<file path="src/rtl/fifo_sched_pkg.sv">
// Shared types for the packet-FIFO write scheduler: FSM states, field widths, packet struct.
package fifo_sched_pkg;
  localparam int SRC_W  = 8;
  localparam int DST_W  = 8;
  localparam int DATA_W = 32;

  typedef enum logic [0:0] {
    ST_INIT = 1'b0,
    ST_RUN  = 1'b1
  } state_e;

  typedef struct packed {
    logic [SRC_W-1:0]  src;
    logic [DST_W-1:0]  dst;
    logic [DATA_W-1:0] data;
  } pkt_t;
endpackage

</file>
<file path="src/rtl/fifo_wr_sched_rr_arb.sv">
// Combinational round-robin picker: first set request at or after ptr_i, wrapping modulo NREQ.
module rr_arb #(
  parameter int NREQ = 4,
  parameter int PW   = $clog2(NREQ)
) (
  input  logic [NREQ-1:0] req_i,
  input  logic [PW-1:0]   ptr_i,
  output logic [NREQ-1:0] gnt_o,
  output logic [PW-1:0]   idx_o
);
  logic          found;
  int            j;
  logic [PW-1:0] jp;

  always_comb begin
    gnt_o = '0;
    idx_o = '0;
    found = 1'b0;
    j     = 0;
    jp    = '0;
    for (int k = 0; k < NREQ; k++) begin
      j = int'(ptr_i) + k;
      if (j >= NREQ) j = j - NREQ;
      jp = PW'(j);
      if (!found && req_i[jp]) begin
        found     = 1'b1;
        gnt_o[jp] = 1'b1;
        idx_o     = jp;
      end
    end
  end
endmodule

</file>
<file path="src/rtl/fifo_wr_sched.sv">
// Round-robin write scheduler for the packet FIFO with credit-based occupancy tracking
// and a post-reset FIFO reset sequence; one registered write per accept.
module fifo_wr_sched
  import fifo_sched_pkg::*;
#(
  parameter int NREQ       = 4,
  parameter int DEPTH      = 16,
  parameter int RST_CYCLES = 4
) (
  input  logic                       clk,
  input  logic                       rstn,
  input  logic                       en,
  input  logic [NREQ-1:0]            req_valid,
  input  logic [NREQ*SRC_W-1:0]      req_src,
  input  logic [NREQ*DST_W-1:0]      req_dst,
  input  logic [NREQ*DATA_W-1:0]     req_data,
  output logic [NREQ-1:0]            req_ready,
  output logic                       fifo_rstp,
  output logic                       fifo_writep,
  output logic [SRC_W-1:0]           fifo_src_in,
  output logic [DST_W-1:0]           fifo_dst_in,
  output logic [DATA_W-1:0]          fifo_data_in,
  input  logic                       fifo_readp,
  input  logic                       fifo_emptyp,
  output logic [$clog2(DEPTH+1)-1:0] occupancy,
  output logic                       ready_run
);
  localparam int PW = $clog2(NREQ);
  localparam int OW = $clog2(DEPTH + 1);
  localparam int CW = (RST_CYCLES > 1) ? $clog2(RST_CYCLES) : 1;

  state_e          state_q, state_d;
  logic [CW-1:0]   cnt_q, cnt_d;
  logic [PW-1:0]   ptr_q, ptr_d, win_idx;
  logic [NREQ-1:0] win_gnt;
  logic [OW-1:0]   occ_q, occ_d;
  logic            wr_q;
  pkt_t            pkt_q, pkt_d;
  logic            grant, rd;

  rr_arb #(.NREQ(NREQ), .PW(PW)) u_arb (
    .req_i (req_valid),
    .ptr_i (ptr_q),
    .gnt_o (win_gnt),
    .idx_o (win_idx)
  );

  // Credit check uses the registered count only, so a same-cycle read cannot unblock a grant.
  assign grant     = (state_q == ST_RUN) && en && (|req_valid) && (occ_q < OW'(DEPTH));
  assign rd        = fifo_readp && !fifo_emptyp;
  assign req_ready = grant ? win_gnt : '0;

  always_comb begin
    state_d = state_q;
    cnt_d   = cnt_q;
    if (state_q == ST_INIT) begin
      if (cnt_q == CW'(RST_CYCLES - 1)) state_d = ST_RUN;
      else                              cnt_d   = cnt_q + 1'b1;
    end

    ptr_d = ptr_q;
    pkt_d = pkt_q;
    if (grant) begin
      ptr_d      = (win_idx == PW'(NREQ - 1)) ? '0 : win_idx + 1'b1;
      pkt_d.src  = req_src [int'(win_idx)*SRC_W  +: SRC_W];
      pkt_d.dst  = req_dst [int'(win_idx)*DST_W  +: DST_W];
      pkt_d.data = req_data[int'(win_idx)*DATA_W +: DATA_W];
    end

    occ_d = occ_q;
    if (grant && !rd)      occ_d = occ_q + 1'b1;
    else if (!grant && rd) occ_d = occ_q - 1'b1;
  end

  always_ff @(posedge clk or negedge rstn) begin
    if (!rstn) begin
      state_q <= ST_INIT;
      cnt_q   <= '0;
      ptr_q   <= '0;
      occ_q   <= '0;
      wr_q    <= 1'b0;
      pkt_q   <= '0;
    end else begin
      state_q <= state_d;
      cnt_q   <= cnt_d;
      ptr_q   <= ptr_d;
      occ_q   <= occ_d;
      wr_q    <= grant;
      pkt_q   <= pkt_d;
    end
  end

  assign fifo_rstp    = (state_q == ST_INIT);
  assign ready_run    = (state_q == ST_RUN);
  assign fifo_writep  = wr_q;
  assign fifo_src_in  = pkt_q.src;
  assign fifo_dst_in  = pkt_q.dst;
  assign fifo_data_in = pkt_q.data;
  assign occupancy    = occ_q;
endmodule
</file>
<file path="config.mk">
export PLATFORM = sky130hd
export DESIGN_NAME = fifo_wr_sched
export DESIGN_NICKNAME = d
export VERILOG_FILES = /design/src/rtl/fifo_sched_pkg.sv /design/src/rtl/fifo_wr_sched_rr_arb.sv /design/src/rtl/fifo_wr_sched.sv
export SDC_FILE = /design/constraint.sdc
export NUM_CORES = 1
export LEC_CHECK = 0
export CELL_PAD_IN_SITES_DETAIL_PLACEMENT = 1
export CELL_PAD_IN_SITES_GLOBAL_PLACEMENT = 1
export CORE_UTILIZATION = 28
export CTS_BUF_LIST = sky130_fd_sc_hd__clkbuf_8
export CTS_CLUSTER_SIZE = 30
export DETAILED_ROUTE_END_ITERATION = 7
export PLACE_DENSITY = 0.84
export SYNTH_ARGS = -nofsm -noshare
export SYNTH_HDL_FRONTEND = slang
export SYNTH_SLANG_ARGS = --single-unit
</file>
<file path="constraint.sdc">
create_clock -name clk -period 4 [get_ports clk]
set_input_delay 0.4 -clock clk [delete_from_list [all_inputs] [get_ports clk]]
set_output_delay 0.4 -clock clk [all_outputs]
set_load 0.02 [all_outputs]
</file>
======== After elaboration in Yosys (flattened, before gate mapping) ========
Cells that the tools add are included.
word-level totals
  word-level logic and storage cells ...... 101
  input port bits ......................... 201
  register bits ........................... 59
  output and inout port bits .............. 60
operators by class
  shift-type cells ........................ 3
  add/sub/neg operators ................... 11
  bitwise operators ....................... 5
  equality and inequality tests ........... 2
  muxes and demuxes ....................... 37
  $lt $le $gt $ge ......................... 13
  reduce and logical (&&, ||, !) cells .... 22
operators by type and width
  kind                                                  count
  indexed part select 128 x 8 -> 32 bit                 1
  indexed part select 32 x 6 -> 8 bit                   2
  two-way mux 4 bit                                     5
  two-way mux 2 bit                                     9
  logical AND 1 bit                                     13
  two-way mux 1 bit                                     13
  < comparator 2 x 3 -> 1 bit (second input constant)   4
  bitwise OR 4 bit                                      3
  two-way mux 5 bit                                     2
  >= comparator 3 bit (second input constant)           3
  binary-select mux 1 bit (select 2 bit)                4
  demux 1 bit (select 2 bit)                            4
  >= comparator 2 x 1 -> 1 bit (second input constant)  4
  subtractor 2 x 1 -> 2 bit (second input constant)     4
  adder 2 x 2 -> 3 bit (second input constant)          2
  logical NOT 1 bit                                     6
  adder 5 x 1 -> 5 bit (second input constant)          1
  < comparator 5 bit (second input constant)            1
  subtractor 5 x 1 -> 5 bit (second input constant)     1
  adder 2 x 1 -> 2 bit (second input constant)          2
  equality test 2 bit (second input constant)           2
  OR reduction 4 bit                                    1
  adder 2 x 1 -> 3 bit (second input constant)          1
  >= comparator 2 x 3 -> 1 bit (second input constant)  1
  other kinds (3)                                       4

======== Logic depth before layout (Yosys ltp) ========
  word-level depth ........................ 16
  mapped depth ............................ 11
  depth with buffers taken out ............ 11

======== Cells and area by module ========
A second synthesis with hierarchy kept.
unflattened totals
  cells, all modules ...................... 287
  area, all modules ....................... 4129.0 um^2
modules (own cells, without submodules)
  module         cells each  seq. area each (um^2)  area an instance (um^2)  times used
  fifo_wr_sched  222         1476.4                 3639.7                   1
  rr_arb         65          0.0                    489.2                    1

======== Worst setup path after synthesis ========
OpenSTA, ideal clock, no wires.
  kind .................................... register to register
  start ................................... register ptr_q[0]
  end ..................................... register pkt_q (netlist bit fifo_data_in[19])
  path buffers ............................ 3
  stages on the path, launching flop included .. 12
  clock period less this slack ............ 2.756 ns
  slack ................................... 1.244 ns
  setup time .............................. 0.142 ns
  required time ........................... 3.858 ns
  arrival ................................. 2.614 ns
  cell sequence ........................... dfrtp_1 > buf_2 > inv_2 > ha_1 > mux4_2 > nor2b_4 > a211oi_4 > xnor2_4 > buf_6 > buf_6 > mux2i_1 > o221ai_1
between the ends
  cells in the longest elaborated chain, start to end .. 15
  elaborated cells between the ends (all ways) .. 37
  classes of those cells .................. 7 x add/sub; 4 x order compare; 1 x shift; 19 x mux; 6 x reduce/logical
ends and longest elaborated chain
  item                                                                           line                        source
  start, declared                                                                fifo_wr_sched.sv:34         logic [PW-1:0] ptr_q, ptr_d, win_idx;
  start signal, assigned                                                         fifo_wr_sched.sv:86         ptr_q <= ptr_d;
  parallel branches: the longest is 13 deep, another holds adder 2 x 1 -> 3 bit  --
  two-way mux 2 bit *                                                            fifo_wr_sched_rr_arb.sv:25  if (!found && req_i[jp]) begin
  indexed part select 128 x 8 -> 32 bit *                                        fifo_wr_sched.sv:67         pkt_d.data = req_data[int'(win_idx)*DATA_W +: DATA_W];
  end signal, assigned                                                           fifo_wr_sched.sv:89         pkt_q <= pkt_d;
  end, declared                                                                  fifo_wr_sched.sv:38         pkt_t pkt_q, pkt_d;
Every way passes the cells marked *. The select of a mux whose other input is x is not followed.
A chain may end at the register's enable or synchronous reset.

======== Final worst setup path ========
  start ................................... register ptr_q[0]
  end ..................................... register pkt_q (netlist bit fifo_data_in[25])
The elaborated chain is that of the path after synthesis.

==> flow_summary.html <==
<table>
<tr><th>Metric</th><th>Value</th></tr>
<tr><th colspan="2">Timing</th></tr>
<tr><td>Max-slew headroom at the worst pin</td><td>30.8%</td></tr>
<tr><td>Final critical-path share of the clock period</td><td>90.7%</td></tr>
<tr><td>Setup repair after global routing missed its margin</td><td>no</td></tr>
<tr><td>Total of endpoints with negative setup slack in the final report</td><td>0</td></tr>
<tr><td>Clock skew after layout</td><td>0.00998 ns</td></tr>
<tr><td>Shortest period the worst path allows</td><td>3.63 ns</td></tr>
<tr><td>Final slew viol count</td><td>0</td></tr>
<tr><td>Max Freq</td><td>0.276 GHz</td></tr>
<tr><td>Sum Neg Setup Slack</td><td>0 ns</td></tr>
<tr><td>Worst slew pin tran</td><td>1.04 ns</td></tr>
<tr><td>Min Hold Slack</td><td>0.120 ns</td></tr>
<tr><td>Number of failing hold endpoints at the final stage</td><td>0</td></tr>
<tr><th colspan="2">Clock tree</th></tr>
<tr><td>Post-cts sizing count</td><td>0</td></tr>
<tr><td>Hold buffers post-CTS</td><td>0</td></tr>
<tr><td>Max clock buf depth</td><td>2</td></tr>
<tr><td>Clock buffers created by TritonCTS</td><td>9</td></tr>
<tr><td>TritonCTS clock tree</td><td>done</td></tr>
<tr><td>Register clock-pin slew on the reported worst setup and hold paths</td><td>0.07 ns</td></tr>
<tr><td>Sinks on the clock net</td><td>59</td></tr>
<tr><td>Level count of the clock H-tree</td><td>3</td></tr>
<tr><td>Postcts setup bufs</td><td>0</td></tr>
<tr><td>Worst-Skew Late Latency</td><td>0.35 ns</td></tr>
<tr><td>Clock Root Buffer</td><td>sky130_fd_sc_hd__clkbuf_8</td></tr>
<tr><th colspan="2">Placed design</th></tr>
<tr><td>Number of port buffers</td><td>260</td></tr>
<tr><td>Post-Place Cell Area</td><td>6700 sq um</td></tr>
<tr><td>HPWL Detailed</td><td>12300 microns</td></tr>
<tr><td>Placer Congestion</td><td>0.811</td></tr>
<tr><th colspan="2">Critical path</th></tr>
<tr><td>CP required</td><td>4.22 ns</td></tr>
<tr><td>Critical path's slowest cell</td><td>sky130_fd_sc_hd__xnor2_4</td></tr>
<tr><td>Largest stage delay, worst path</td><td>0.83 ns</td></tr>
<tr><td>Arr. time, crit path</td><td>3.85 ns</td></tr>
<tr><td>Classification of the worst setup path</td><td>reg2reg</td></tr>
<tr><td>Kind of start point of the critical path</td><td>flop</td></tr>
<tr><td>Largest fanout on the critical path</td><td>30</td></tr>
<tr><td>Worst setup EP type</td><td>flop</td></tr>
<tr><td>List of cells traversed by the critical path</td><td>inv_2 &gt; ha_1 &gt; mux4_2 &gt; nor2b_4 &gt; a211oi_4 &gt; xnor2_4 &gt; buf_12 &gt; mux2i_1 &gt; o221ai_1</td></tr>
<tr><td>CP top delay family</td><td>XOR/XNOR gates</td></tr>
<tr><td>Buffering stage count on the worst path with inverters included</td><td>2</td></tr>
<tr><th colspan="2">Global routing</th></tr>
<tr><td>GR Overflow Total</td><td>0</td></tr>
<tr><td>Global-route wire length before repair</td><td>24000 microns</td></tr>
<tr><td>Maximum number of pins on one net before global-route repair</td><td>56</td></tr>
<tr><td>GRT Resource Usage Total</td><td>21.7%</td></tr>
<tr><td>Initial antenna violation count</td><td>0</td></tr>
<tr><td>Via count of the first global-routing pass</td><td>4526</td></tr>
<tr><th colspan="2">Floorplanning</th></tr>
<tr><td>Die width</td><td>120 microns</td></tr>
<tr><td>Area of the placeable core</td><td>13500 sq um</td></tr>
<tr><td>IO Pins</td><td>261</td></tr>
<tr><td>Standard-cell row count</td><td>42</td></tr>
<tr><td>Initial standard-cell utilization of the core</td><td>29.2%</td></tr>
<tr><td>Die footprint</td><td>14500 sq um</td></tr>
<tr><td>Floorplan die height</td><td>120 microns</td></tr>
<tr><th colspan="2">Synthesis</th></tr>
<tr><td>Sequential area share after synthesis</td><td>37.6%</td></tr>
<tr><td>Post-synthesis cell type count</td><td>39</td></tr>
<tr><td>Warnings, synthesis</td><td>0</td></tr>
<tr><td>Fraction of post-synthesis cell area in the top cell type by area</td><td>37.6%</td></tr>
<tr><td>Post-Syn Area</td><td>3930 sq um</td></tr>
<tr><td>Gate Count Post-Synth</td><td>373</td></tr>
<tr><td>Synthesized net count</td><td>588</td></tr>
<tr><td>Number of flops mapped to enable cells by yosys</td><td>0</td></tr>
<tr><td>Ranking of synthesized cells by instance count</td><td>sky130_fd_sc_hd__mux2i_1 (96), sky130_fd_sc_hd__dfrtp_1 (59), sky130_fd_sc_hd__nand2_1 (55), sky130_fd_sc_hd__o221ai_1 (48), sky130_fd_sc_hd__clkbuf_1 (17)</td></tr>
<tr><td>Cell accounting for the most synthesized area</td><td>sky130_fd_sc_hd__dfrtp_1</td></tr>
<tr><td>Most common flop cell mapped by yosys</td><td>sky130_fd_sc_hd__dfrtp_1</td></tr>
<tr><td>Async set or reset register ratio after synthesis</td><td>100%</td></tr>
<tr><td>Mapped Avg Cell Area</td><td>10.5 sq um</td></tr>
<tr><td>Most repeated cell in the gate-level netlist after synthesis</td><td>sky130_fd_sc_hd__mux2i_1</td></tr>
<tr><td>Top cells by area, synth</td><td>sky130_fd_sc_hd__dfrtp_1 (38%), sky130_fd_sc_hd__mux2i_1 (24%), sky130_fd_sc_hd__o221ai_1 (11%)</td></tr>
<tr><td>Yosys reg bits</td><td>59</td></tr>
<tr><th colspan="2">Outcome</th></tr>
<tr><td>Run status</td><td>completed</td></tr>
<tr><th colspan="2">Route</th></tr>
<tr><td>Wire length after detailed routing</td><td>15700 microns</td></tr>
<tr><td>Via density per instance</td><td>5.09</td></tr>
<tr><td>Vias</td><td>4101</td></tr>
<tr><td>Routed len/inst</td><td>19.5 microns</td></tr>
<tr><td>Number of detailed-route iterations in the first pass</td><td>6</td></tr>
<tr><td>DRC viols</td><td>0</td></tr>
<tr><td>Initial DRC Count</td><td>124</td></tr>
<tr><td>Antenna viol nets, final</td><td>0</td></tr>
<tr><th colspan="2">Final layout</th></tr>
<tr><td>Number of antenna cells inserted</td><td>0</td></tr>
<tr><td>Layout overhead on the synthesized area</td><td>77.0%</td></tr>
<tr><td>Final #Nets</td><td>840</td></tr>
<tr><td>Share of cells above drive strength 1</td><td>5.87%</td></tr>
<tr><td>Final design instance area without fill</td><td>6950 sq um</td></tr>
<tr><th colspan="2">Power</th></tr>
<tr><td>Relative contribution of the clock network to total power</td><td>11.8%</td></tr>
<tr><td>Static Leak</td><td>0.00299 uW</td></tr>
<tr><td>Worst vdd ir</td><td>0.000378 V</td></tr>
<tr><td>Part of the total power dissipated in sequential elements</td><td>18.9%</td></tr>
<tr><td>Net Sw Power</td><td>2500 uW</td></tr>
<tr><td>Proportion of power drawn by combinational gates</td><td>69.3%</td></tr>
<tr><td>Pwr dens</td><td>829 nW/um^2</td></tr>
<tr><td>Sw frac</td><td>43.4%</td></tr>
<tr><td>Cell internal pwr</td><td>3260 uW</td></tr>
<tr><th colspan="2">Run</th></tr>
<tr><td>Max capacitance violation total</td><td>0</td></tr>
<tr><th colspan="2">Min path</th></tr>
<tr><td>Worst min-delay path category</td><td>in2async</td></tr>
</table>
placed cells by master (no fill, tap or decap), types with 2 or more instances in the layout:
| cell | netlist | layout |
|---|---|---|
| sky130_fd_sc_hd__inv_1 | 6 | 8 |
| sky130_fd_sc_hd__mux4_2 | 2 | 2 |
| sky130_fd_sc_hd__inv_2 | 2 | 2 |
| sky130_fd_sc_hd__mux2_2 | 2 | 2 |
| sky130_fd_sc_hd__buf_12 | 0 | 3 |
| sky130_fd_sc_hd__clkbuf_8 | 0 | 10 |
| sky130_fd_sc_hd__a22oi_1 | 4 | 4 |
| sky130_fd_sc_hd__xor2_1 | 3 | 3 |
| sky130_fd_sc_hd__nor2_1 | 15 | 15 |
| sky130_fd_sc_hd__nand2_1 | 55 | 54 |
| sky130_fd_sc_hd__a21o_1 | 3 | 3 |
| sky130_fd_sc_hd__bufinv_16 | 0 | 3 |
| sky130_fd_sc_hd__a221oi_1 | 5 | 5 |
| sky130_fd_sc_hd__a21oi_1 | 3 | 3 |
| sky130_fd_sc_hd__clkdlybuf4s50_1 | 0 | 259 |
| sky130_fd_sc_hd__buf_4 | 4 | 7 |
| sky130_fd_sc_hd__o221ai_1 | 48 | 48 |
| sky130_fd_sc_hd__xnor2_1 | 5 | 5 |
| sky130_fd_sc_hd__dfrtp_1 | 59 | 59 |
| sky130_fd_sc_hd__ha_1 | 13 | 13 |
| sky130_fd_sc_hd__o21ai_0 | 4 | 4 |
| sky130_fd_sc_hd__mux2i_1 | 96 | 96 |
power by group through the flow:
stage / registers, uW / clock network (uW) / logic (uW)
floorplan: 1360 / 0 / 2450
global placement: 1080 / 0 / 3890
detailed placement: 1100 / 0 / 4030
CTS: 1090 / 697 / 4050
global route: 1130 / 722 / 4280
finish: 1090 / 679 / 3990
cell type report:
| class | count | area [sq um] |
|---|---|---|
| clock buffers | 10 | 138 |
| clock inverters | 6 | 105 |
| fillers | 1490 | 6510 |
| inverters | 8 | 30.0 |
| multi-input cells | 277 | 2270 |
| flip-flops and latches | 59 | 1480 |
| well taps | 176 | 220 |
| repair buffers | 270 | 2710 |
logic make-up after synthesis:
family,Yosys count,synth area share [%]
fa+ha+maj,14,4.65
compound gates,73,15.5
buf+inv,37,4.81
flops,59,37.6
mux,101,26.5
xor+xnor,9,2.49
simple gates,80,8.48
stage by stage:
step | utilization (%) | worst slack, ns | power, uW | cells
floorplan | - | 1.24 | 3810 | 373
global placement | 49.8 | 0.469 | 4970 | 790
detailed placement | 49.8 | 0.367 | 5140 | 790
CTS | 51.6 | 0.330 | 5840 | 806
global route | 51.6 | 0.132 | 6130 | 806
finish | 51.6 | 0.372 | 5760 | 806
flip-flops by register name, indices dropped and copies added, names as in the netlist:
register      cells
fifo_dst_in       8
fifo_writep       1
ready_run         1
occupancy         5
ptr_q             2
fifo_data_in     32
fifo_src_in       8
cnt_q             2
worst paths after layout:
kind / depth (start not counted) / endpoint / startpoint / slack [ns]
worst max-delay path: 9 / fifo_data_in[25] / ptr_q[0] / 0.37
max in group asynchronous: 2 / fifo_dst_in[5] / rstn / 2.98
worst min register to register: 2 / fifo_data_in[9] / fifo_data_in[9] / 0.49
min in group clk: 2 / fifo_data_in[9] / fifo_data_in[9] / 0.49
worst min-delay path: 1 / fifo_data_in[13] / rstn / 0.12
worst max register to register: 9 / fifo_data_in[25] / ptr_q[0] / 0.37
layer usage:
layer,global-route usage [%],share of wire [%],vias up
li1,-,-,1908
met1,23.2,38,1980
met2,40.2,52,188
met3,6.08,7.2,25
met4,8.56,2.7,0
met5,0,0,-
(Power assumes the default switching activity.)
